**src/rtl/instr_dispatch_queue.sv**
```systemverilog
// ---------------------------------------------------------------------------
// instr_dispatch_queue
//
// Instruction fetch / queue / dispatch front end for the Tomasulo datapath.
// The block fetches from a synchronous instruction ROM into a DEPTH-entry
// in-order FIFO. It decodes the head entry and hands it to the add/sub or
// mul/div reservation station when that station has room. Heads with an
// illegal opcode (1xx) are retired without dispatch.
//
// Fetch is throttled by credit. A fetch is only issued when the words already
// queued plus the word in flight leave a free slot, so a returning ROM word
// always has somewhere to go.
//
// Ports
//   Clock       in   single clock, rising edge
//   Clear       in   synchronous active-high reset
//   pc_load     in   redirect PC to pc_target and flush queue / in-flight word
//   pc_target   in   [PCW]  redirect target
//   imem_en     out  ROM read strobe
//   imem_addr   out  [PCW]  ROM address (current PC)
//   imem_data   in   [IW]   ROM data, valid the cycle after imem_en
//   rs_as_full  in   add/sub reservation station full
//   rs_md_full  in   mul/div reservation station full
//   disp_valid  out  head dispatched at this edge
//   disp_unit   out  0 = add/sub RS, 1 = mul/div RS
//   disp_instr  out  [IW]   raw head instruction
//   disp_op     out  [3]    head opcode
//   disp_rd     out  [RW]   head destination register
//   disp_rs     out  [RW]   head source register
//   illegal     out  head has an illegal opcode and is discarded at this edge
//   q_count     out  [CW]   queue occupancy
// ---------------------------------------------------------------------------
module instr_dispatch_queue #(
  parameter int IW    = 9,
  parameter int RW    = 3,
  parameter int PCW   = 6,
  parameter int DEPTH = 4,
  parameter int CW    = $clog2(DEPTH + 1)
) (
  input  logic           Clock,
  input  logic           Clear,
  input  logic           pc_load,
  input  logic [PCW-1:0] pc_target,
  output logic           imem_en,
  output logic [PCW-1:0] imem_addr,
  input  logic [IW-1:0]  imem_data,
  input  logic           rs_as_full,
  input  logic           rs_md_full,
  output logic           disp_valid,
  output logic           disp_unit,
  output logic [IW-1:0]  disp_instr,
  output logic [2:0]     disp_op,
  output logic [RW-1:0]  disp_rd,
  output logic [RW-1:0]  disp_rs,
  output logic           illegal,
  output logic [CW-1:0]  q_count
);

  localparam int AW = $clog2(DEPTH);

  // Opcode classification: bit 2 marks illegal, bit 1 selects mul/div unit.
  function automatic logic op_is_illegal(input logic [2:0] op);
    return op[2];
  endfunction

  function automatic logic op_unit(input logic [2:0] op);
    return op[1];
  endfunction

  logic [PCW-1:0] pc_p0;
  logic           vld_p1;
  logic [IW-1:0]  q_mem [DEPTH];
  logic [AW-1:0]  head_ptr;
  logic [AW-1:0]  tail_ptr;
  logic [CW-1:0]  count;

  logic           nonempty;
  logic           blocked;
  logic           push;
  logic           pop;
  logic [CW:0]    occupancy;
  logic [IW-1:0]  head_instr;

  assign head_instr = q_mem[head_ptr];
  assign nonempty   = (count != '0);

  // Queued words plus the in-flight word must leave a slot free; a pop in
  // this same cycle is deliberately not counted as credit.
  assign occupancy  = {1'b0, count} + {{CW{1'b0}}, vld_p1};
  assign imem_en    = !Clear && !pc_load && (occupancy < (CW+1)'(DEPTH));
  assign imem_addr  = Clear ? '0 : pc_p0;

  assign disp_instr = head_instr;
  assign disp_op    = head_instr[IW-1 -: 3];
  assign disp_rd    = head_instr[2*RW-1 -: RW];
  assign disp_rs    = head_instr[RW-1:0];
  assign disp_unit  = op_unit(disp_op);

  assign blocked    = disp_unit ? rs_md_full : rs_as_full;
  assign disp_valid = !Clear && !pc_load && nonempty && !op_is_illegal(disp_op) && !blocked;
  assign illegal    = !Clear && !pc_load && nonempty && op_is_illegal(disp_op);

  // A word returning in a redirect or reset cycle belongs to the old stream.
  assign push       = vld_p1 && !pc_load && !Clear;
  assign pop        = disp_valid || illegal;

  assign q_count    = count;

  // Stage p0 -> p1: PC / fetch issue and queue control.
  always_ff @(posedge Clock) begin
    if (Clear) begin
      pc_p0    <= '0;
      vld_p1   <= 1'b0;
      head_ptr <= '0;
      tail_ptr <= '0;
      count    <= '0;
    end else if (pc_load) begin
      pc_p0    <= pc_target;
      vld_p1   <= 1'b0;
      head_ptr <= '0;
      tail_ptr <= '0;
      count    <= '0;
    end else begin
      if (imem_en) pc_p0 <= pc_p0 + 1'b1;
      vld_p1 <= imem_en;
      if (push) tail_ptr <= tail_ptr + 1'b1;
      if (pop)  head_ptr <= head_ptr + 1'b1;
      case ({push, pop})
        2'b10:   count <= count + 1'b1;
        2'b01:   count <= count - 1'b1;
        default: count <= count;
      endcase
    end
  end

  // Stage p1 -> queue: ROM word capture (storage needs no reset).
  always_ff @(posedge Clock) begin
    if (push) q_mem[tail_ptr] <= imem_data;
  end

endmodule
```
**config.mk**
```make
export PLATFORM = sky130hd
export DESIGN_NAME = instr_dispatch_queue
export DESIGN_NICKNAME = d
export VERILOG_FILES = /design/src/rtl/instr_dispatch_queue.sv
export SDC_FILE = /design/constraint.sdc
export NUM_CORES = 1
export LEC_CHECK = 0
export CAP_MARGIN = 30
export CORE_ASPECT_RATIO = 1.4
export CORE_UTILIZATION = 45
export CTS_CLUSTER_SIZE = 28
export DETAILED_ROUTE_END_ITERATION = 8
export HOLD_SLACK_MARGIN = 0.1
export PLACE_DENSITY = 0.77
export SYNTH_ARGS = -nofsm -noshare
export SYNTH_HDL_FRONTEND = slang
export SYNTH_SLANG_ARGS = --single-unit
```
**constraint.sdc**
```tcl
create_clock -name Clock -period 2.64 [get_ports Clock]
set_input_delay 0.792 -clock Clock [delete_from_list [all_inputs] [get_ports Clock]]
set_output_delay 0.792 -clock Clock [all_outputs]
set_load 0.01 [all_outputs]
```
# After elaboration in Yosys (flattened, before gate mapping)
# Memory sizes are Yosys's and may differ from the RTL's. A register that Yosys moved wholly into a read port is not among the register bits.
# Index checks and enable logic that the tools add are counted.
# word_totals
ram_bits,36
mem_count,1
reg_bits,14
input_bits,20
output_inout_bits,31
# op_classes
add_sub_neg,6
n_lt_le_gt_ge,1
n_reduce_logical,17
n_mux,9
eq_ne,2
# memory_table
memory,words,word_bits,rd,rd_ports_with_merged_regs,wr,line_no,source
q_mem,4,9,1,1,1,72,logic [IW-1:0] q_mem [DEPTH];
# ops
operator,count
two-way mux 6 bit,3
logical AND 1 bit,8
adder 6 x 1 -> 6 bit (second input constant),1
one-hot mux 3 bit (2 select lines),1
adder 2 x 1 -> 2 bit (second input constant),2
adder 3 x 1 -> 4 bit,1
zero test 1 bit,4
less-than comparator 4 x 3 -> 1 bit (second input constant),1
two-way mux 2 bit,2
nonzero test 2 bit,2
adder 3 x 1 -> 3 bit (second input constant),1
two-way mux 1 bit,3
nonzero test 3 bit,1
subtractor 3 x 1 -> 3 bit (second input constant),1
== test 2 x 1 -> 1 bit (second input constant),1
== test 2 bit (second input constant),1
OR reduction 2 bit,1
logical OR 1 bit,1

# Logic depth before layout (Yosys ltp)
# Gate-level depths: netlist (run 1).
# depth
ltp_word,8
mapped_depth,12
depth_no_buf,10

# Least setup slack after synthesis (run 1)
# OpenSTA, ideal clock, no wires.
# synth_timing
kind,input to register
start,in pc_load
end,"reg count[2], in the netlist q_count[2]"
slack_ns,-0.118
t_arrival_ns,2.688
stages,12
setup_ns,0.070
cell_sequence,buf_6 -> or2_1 -> buf_6 -> nor2_1 -> o21ai_1 -> inv_1 -> ha_1 -> inv_1 -> fa_1 -> xor2_1 -> or3_1 -> a21oi_1
# synth_via
elab_chain_cells,8
elab_cells_between_ends,14
# synth_lines
element,line_no,source
from (decl),42,"input logic pc_load,"
zero test 1 bit (*),"100, 101",
logical AND 1 bit (*) (2 in series),"100, 101",
logical AND 1 bit (2 in series),100,assign disp_valid = !Clear && !pc_load && nonempty && !op_is_illegal(disp_op) && !blocked;
logical OR 1 bit (*),105,assign pop = disp_valid || illegal;
via pop,80,logic pop;
== test 2 x 1 -> 1 bit / == test 2 bit (equally long branches),128,"case ({push, pop})"
one-hot mux 3 bit (2 select lines) / nonzero test 2 bit (equally long branches),n/a,
to (signal assigned),129,2'b10: count <= count + 1'b1;
to (signal assigned),130,2'b01: count <= count - 1'b1;
to (signal assigned),131,default: count <= count;
to (decl),75,logic [CW-1:0] count;
# The timed path passes the listed nets; every way through them passes the cells marked *.
# A chain may end at the register's enable or synchronous reset.

==> flow_metrics.tcl, run 1 <==
set metrics [dict create \
    vias 1453 \
    initial_core_util 0.470 \
    start_kind "flip-flop" \
    drv_slew 0 \
    finalHoldViolCount 0 \
    place_congestion 0.727 \
    io_pins 51 \
    power.leakage_nw 1.21 \
    grt_antenna_before_repair 0 \
    cts_inserted_buffers 5 \
    cts_tree "yes" \
    cp-end-kind "flip-flop" \
    route.met3.wl_um 208 \
    m1WireLength_mm 1.58 \
    worstPathMaxFanout 3 \
    holdBufCountCts 0 \
    diodes 0 \
    period_needed_ns 2.68 \
    die_w_um 62.1 \
    htreeDepth 2 \
    drc 0 \
    combPwrFrac 0.085 \
    die-area_um2 5350 \
    fillCellCount 379 \
    timing.fmax_ghz 0.373 \
    syn_nets 187 \
    insertion_delay_ns 0.29 \
    grt_pass1_vias 1453 \
    crit_type "flip-flop to flip-flop" \
    status "finished, violations left" \
    synthTopCellsByCount "edfxtp_1, dfxtp_1, nor2_1, buf_4, mux4_2" \
    row_count 30 \
    topRoutingLayerUsed "met4" \
    clk_pin_slew_ns 0.09 \
    power.density_nw_per_um2 462 \
    port_buffers 50 \
    finalNetCount 260 \
    firstDrtPassIters 4 \
    grt_start_max_net_pins 16 \
    synth_top_area_cell "edfxtp_1" \
    synth_top_area_frac 0.475 \
    stdcell_count 298 \
    grt_pass1_wl_mm 6.62 \
    maxCapViolCount 0 \
    seqPwrFrac 0.621 \
    dp_cells 283 \
    grt_usage 0.163 \
    ir_worst_vdd_mv 0.342 \
    viasPerCell 4.88 \
    slew_headroom 0.737 \
    ys_seq_area_frac 0.616 \
    cp.arrival_ns 2.92 \
    coreArea_um2 4840 \
    yosys_warnings 0 \
    synthTopCellsByArea "edfxtp_1, dfxtp_1, mux4_2, buf_4, ha_1" \
    setup_viol 2 \
    min_period_over_period 1.01 \
    synth_edf_count 36 \
    clkPwrFrac 0.294 \
    wl_mm 4.06 \
    skew_ns 0.00538 \
    cts-root-buf "clkbuf_8" \
    dp_hpwl_mm 2.96 \
    worstMarginPinSlew_ns 0.392 \
    worstPathRequired_ns 2.88 \
    worst_slack_ns -0.0379 \
    swShare 0.210 \
    postRouteAntennaNets 0 \
    rsz0062_at_grt "yes" \
    fin_hold_ws_ns 0.504 \
    drt_iter0_markers 21 \
    async_flop_share 0 \
    ys_seq_elements 52 \
    drive_above_1_share 0.282 \
    die_h_um 86.1 \
    tns_ns -0.0597 \
    wire_per_inst_um 13.6 \
    cts_buffer_depth 2 \
    cts_sinks 52 \
    violations "setup timing" \
    grt_overflow 0 \
    syn_avg_cell_area_um2 14.2 \
    p_sw_w 0.000301 \
    yosysMostFrequentCell "edfxtp_1" \
    synth_cells 160 \
    p_int_w 0.00113 \
    syn_area_um2 2280 \
    ys_types 36 \
    synth_ff_type "edfxtp_1" \
    areaGrowthSynthToFinish_pct 36.4 \
    routed-wl-met2_mm 2.22 \
    hp-class "flip-flop to flip-flop" \
]
==> path summary, 6_finish.rpt <==
kind / cells after the start / slack, ns / start / to
worst max-delay path: 12 / -0.04 / flip-flop / q_count[2]
worst min-delay path: 2 / 0.50 / pc_p0[5] / pc_p0[5]
worst max register to register: 12 / -0.04 / flip-flop / q_count[2]
worst min register to register: 2 / 0.50 / pc_p0[5] / pc_p0[5]
==> flip-flops by register name, indices dropped and copies added (netlist names), named ones only <==
| name | flops |
|---|---|
| head_ptr | 2 |
| pc_p0 | 6 |
| q_count | 3 |
| q_mem | 36 |
| tail_ptr | 2 |
| vld_p1 | 1 |
==> layer usage <==
layer,GRT usage,up-vias
met3,0.0412,5
met5,0,-
met1,0.173,686
li1,-,719
met2,0.314,43
met4,0.0507,0
==> power groups by stage <==
stage	clock network, W	registers [W]	logic, W
after floorplan	0	0.000906	0.0000569
after global placement	0	0.000910	0.000120
after detailed placement	0	0.000910	0.000122
after CTS	0.000431	0.000891	0.000121
after global routing	0.000466	0.000893	0.000133
final	0.000422	0.000891	0.000122
==> kinds of logic after synthesis <==
family                   share of synthesized area
AO/OA/AOI/OAI                               0.0588
XOR/XNOR                                    0.0231
adder cells (fa/ha/maj)                     0.0418
buffers and inverters                       0.0682
flip-flops                                   0.616
multiplexers                                 0.107
AND/OR/NAND/NOR                             0.0852
==> cell type report <==
class | count | area, um^2 | share of cell area
clock buffer | 6 | 72.6 | 0.0234
clock inverter | 2 | 11.3 | 0.00363
inverter | 9 | 38.8 | 0.0125
multi-input combinational | 83 | 764 | 0.246
sequential | 52 | 1400 | 0.452
tap | 64 | 80.1 | 0.0258
timing repair buffer | 82 | 736 | 0.237
==> worst max-delay path, cell delays in order, from the launching register on <==
cell,delay (ns)
dfxtp_2,0.35
buf_6,0.10
mux4_2,0.54
mux2i_2,0.23
buf_4,0.15
o21ai_2,0.05
inv_1,0.05
ha_2,0.18
inv_2,0.04
fa_2,0.32
xor2_1,0.15
or3_1,0.32
a21oi_2,0.12
==> per-stage QoR <==
stage                     total power (W)  setup WS, ns  utilization  cell area [um^2]
after global routing              0.00149        -0.128        0.641              3110
final                             0.00143       -0.0379        0.641              3110
after CTS                         0.00144       -0.0486        0.635              3070
after floorplan                  0.000963       0.00853            -              2290
after detailed placement          0.00103        -0.605        0.611              2960
after global placement            0.00103        -0.593        0.611              2960
==> layout by cell type, fill, tap and decap left out, types with 2 or more instances in the layout <==
master | Yosys | layout
edfxtp_1 | 36 | 36
buf_4 | 11 | 25
dlygate4sd2_1 | 0 | 24
clkdlybuf4s50_1 | 0 | 21
dfxtp_1 | 16 | 15
nor2_1 | 14 | 11
mux4_2 | 9 | 9
inv_1 | 8 | 7
nor2b_1 | 6 | 6
buf_6 | 2 | 6
and3_1 | 5 | 5
xor2_1 | 5 | 5
a21oi_1 | 7 | 5
ha_1 | 6 | 5
clkbuf_8 | 0 | 5
o21ai_0 | 4 | 4
nor3_1 | 3 | 3
buf_2 | 0 | 3
nor2_4 | 0 | 2
and2_1 | 2 | 2
nand2_1 | 2 | 2
mux2i_1 | 3 | 2
a21oi_2 | 0 | 2
dlymetal6s2s_1 | 0 | 2
==> what timing repair did <==
action,4_1_cts,5_1_grt
pin swaps,4,1
setup endpoints to repair,27,6
resized for setup,48,6
buffers inserted,5,2
Power figures use the tool's default switching activity.
==> run 2, diff against run 1 <==
- ABC_AREA: default -> 1
- CORE_UTILIZATION: 45 -> 46
- PLACE_DENSITY: 0.77 -> 0.86
==> run 2 against run 1 <==
Flip-flop and latch count is the same. Core utilization down 0.50 points. The flow now finishes without violations. Register-to-register slack improved by 0.46 ns.
==> flow_metrics.tcl, run 2 <==
set metrics [dict create \
    status "finished clean" \
    synthAdderAreaFrac 0.0392 \
    grt_pass1_vias 1794 \
    cp.arrival_ns 1.77 \
    synth_edf_count 36 \
    io_pins 51 \
    cts_buffer_depth 2 \
    holdBufCountCts 0 \
    syn_avg_cell_area_um2 10.3 \
    synthTopCellsByCount "edfxtp_1, nor2_1, inv_1, nand2_1, o21ai_0" \
    cpMostUsedCell "nand2_4" \
    cp_top_family "buffers and inverters" \
    synth_top_area_cell "edfxtp_1" \
    die_h_um 87.9 \
    row_count 30 \
    initial_core_util 0.489 \
    place_congestion 0.794 \
    port_buffers 50 \
    dp_hpwl_mm 3.16 \
    synth_top_family_by_area "simple AND/OR/NAND/NOR gates" \
    worstHoldPathCells 2 \
    dp_slack_ns -0.447 \
    multi_input_area_um2 773 \
    critical-path-max-stage-delay_ns 0.25 \
    slew_headroom 0.836 \
    power.density_nw_per_um2 460 \
    period_needed_ns 2.56 \
    fin_hold_ws_ns 0.533 \
    worstMarginPinSlew_ns 0.246 \
    grt_usage 0.176 \
    worstPathCellList "dlygate4sd2_1 > inv_2 > nand2_4 > inv_6 > nand2_4 > nor2_4 > nand3_4 > inv_1 > clkdlybuf4s15_1" \
    die-area_um2 5570 \
    finalNetCount 327 \
    drc 0 \
    htreeDepth 2 \
    synth_cells 236 \
    clk_pin_slew_ns 0.08 \
    power.leakage_nw 1.33 \
    grt_overflow 0 \
    cts-root-buf "clkbuf_8" \
    async_flop_share 0 \
    crit_type "input port to output pin" \
    yosys.area_share.simple 0.161 \
    setup_viol 0 \
    wire_per_inst_um 12.1 \
    areaGrowthSynthToFinish_pct 30.1 \
    grt_antenna_before_repair 0 \
    syn_area_um2 2420 \
    min_period_over_period 0.971 \
    yosys_warnings 0 \
    ys_seq_area_frac 0.578 \
    drv_slew 0 \
    drive_above_1_share 0.159 \
    start_kind "input port" \
    cp_slowest_cell "dlygate4sd2_1" \
    finalHoldViolCount 0 \
    grt_pass1_wl_mm 7.53 \
    largest_reg_flops 36 \
    fillCellCount 412 \
    synth_compound_area_frac 0.101 \
    cts_sinks 52 \
    synth_ff_type "edfxtp_1" \
    die_w_um 63.3 \
    skew_ns 0.00514 \
    ys_types 34 \
    ir_worst_vdd_mv 0.231 \
    cts_tree "yes" \
    cts_inserted_buffers 5 \
    syn_nets 263 \
    synthTopCellsByArea "edfxtp_1, dfxtp_1, nor2_1, inv_1, nand2_1" \
    synth-xor-area-share 0.0181 \
    timing.fmax_ghz 0.390 \
    yosys-mux-area-fraction 0 \
    ys_seq_elements 52 \
    regMostFlops "q_mem" \
    rr_worst_depth 15 \
    mostFrequentLayoutCells "nor2_1, edfxtp_1, clkdlybuf4s50_1" \
    insertion_delay_ns 0.30 \
    coreArea_um2 4950 \
    rsz0062_at_grt "yes" \
    synth_top_area_frac 0.446 \
    wl_mm 4.41 \
    worst-path-stages 9 \
    maxCapViolCount 0 \
    worst_slack_ns 0.0767 \
    seq_area_um2 1410 \
    grt_start_max_net_pins 19 \
    vias 1786 \
    crit_buf_inv 5 \
    diodes 0 \
    hp-class "flip-flop to flip-flop" \
    drt_iter0_markers 63 \
    worstPathMaxFanout 3 \
    worstPathRequired_ns 1.85 \
    firstDrtPassIters 4 \
    postRouteAntennaNets 0 \
    viasPerCell 4.89 \
    cp-end-kind "output pin" \
]
[run 2: cell types whose count changed after synthesis, moves of 6 or more]
cell     previous run  this run
o21ai_0             4        18
nand2_1             2        25
nand3_1             1         9
inv_1               8        28
o22ai_1             0         7
nor2b_1             6         0
mux4_2              9         0
nor2_1             14        36
[run 2: layer usage]
layer,track usage,vias to the layer above,part of all wire
met4,0.0992,0,0.020
met1,0.177,823,0.39
met2,0.335,52,0.55
met3,0.0352,9,0.049
met5,0,-,0
li1,-,902,-
[run 2: worst paths after layout]
path	start	endpoint	slack, ns
setup / recovery	pc_load	disp_valid	0.08
hold / removal	pc_p0[0]	pc_p0[0]	0.53
setup reg to reg	flip-flop	q_count[2]	0.42
hold reg to reg	pc_p0[0]	pc_p0[0]	0.53
[run 2: power by group]
group          switching [W]  internal [W]
clock network       0.000243      0.000184
logic              0.0000631     0.0000722
registers         0.00000830      0.000881
total               0.000315       0.00114
[run 2: final cells by class]
class | count | area share
multi-input cells | 135 | 0.245
flip-flops and latches | 52 | 0.446
clock inverters | 2 | 0.00357
well taps | 64 | 0.0254
inverters | 34 | 0.0440
repair buffers | 72 | 0.213
clock buffers | 6 | 0.0230
[run 2: worst min-delay path, stage by stage, from the launching register on]
cell and delay [ns]:
dfxtp_1 0.33, inv_1 0.09, a21oi_1 0.07
[run 2: metrics by stage]
stage | std cells | total power (W) | cell area, um^2 | setup TNS, ns | util
final | 365 | 0.00145 | 3150 | 0 | 0.636
after CTS | 365 | 0.00146 | 3140 | 0 | 0.634
after global routing | 365 | 0.00150 | 3150 | -0.0680 | 0.636
after detailed placement | 354 | 0.00105 | 3050 | -3.18 | 0.615
after global placement | 354 | 0.00104 | 3050 | -3.07 | 0.615
after floorplan | 236 | 0.000972 | 2420 | 0 | -
[run 2: kinds of logic (layout without fill, tap and decap cells)]
family,count (synthesis),after routing
compound gates,41,41
flops,52,52
buf+inv,49,114
simple gates,82,82
fa+ha+maj,7,7
xor+xnor,5,5
[run 2: repair_timing]
action	in CTS	in global routing
pin swaps	1	0
endpoints found under the setup margin	24	15
gates resized for setup	17	6
buffers inserted	3	0
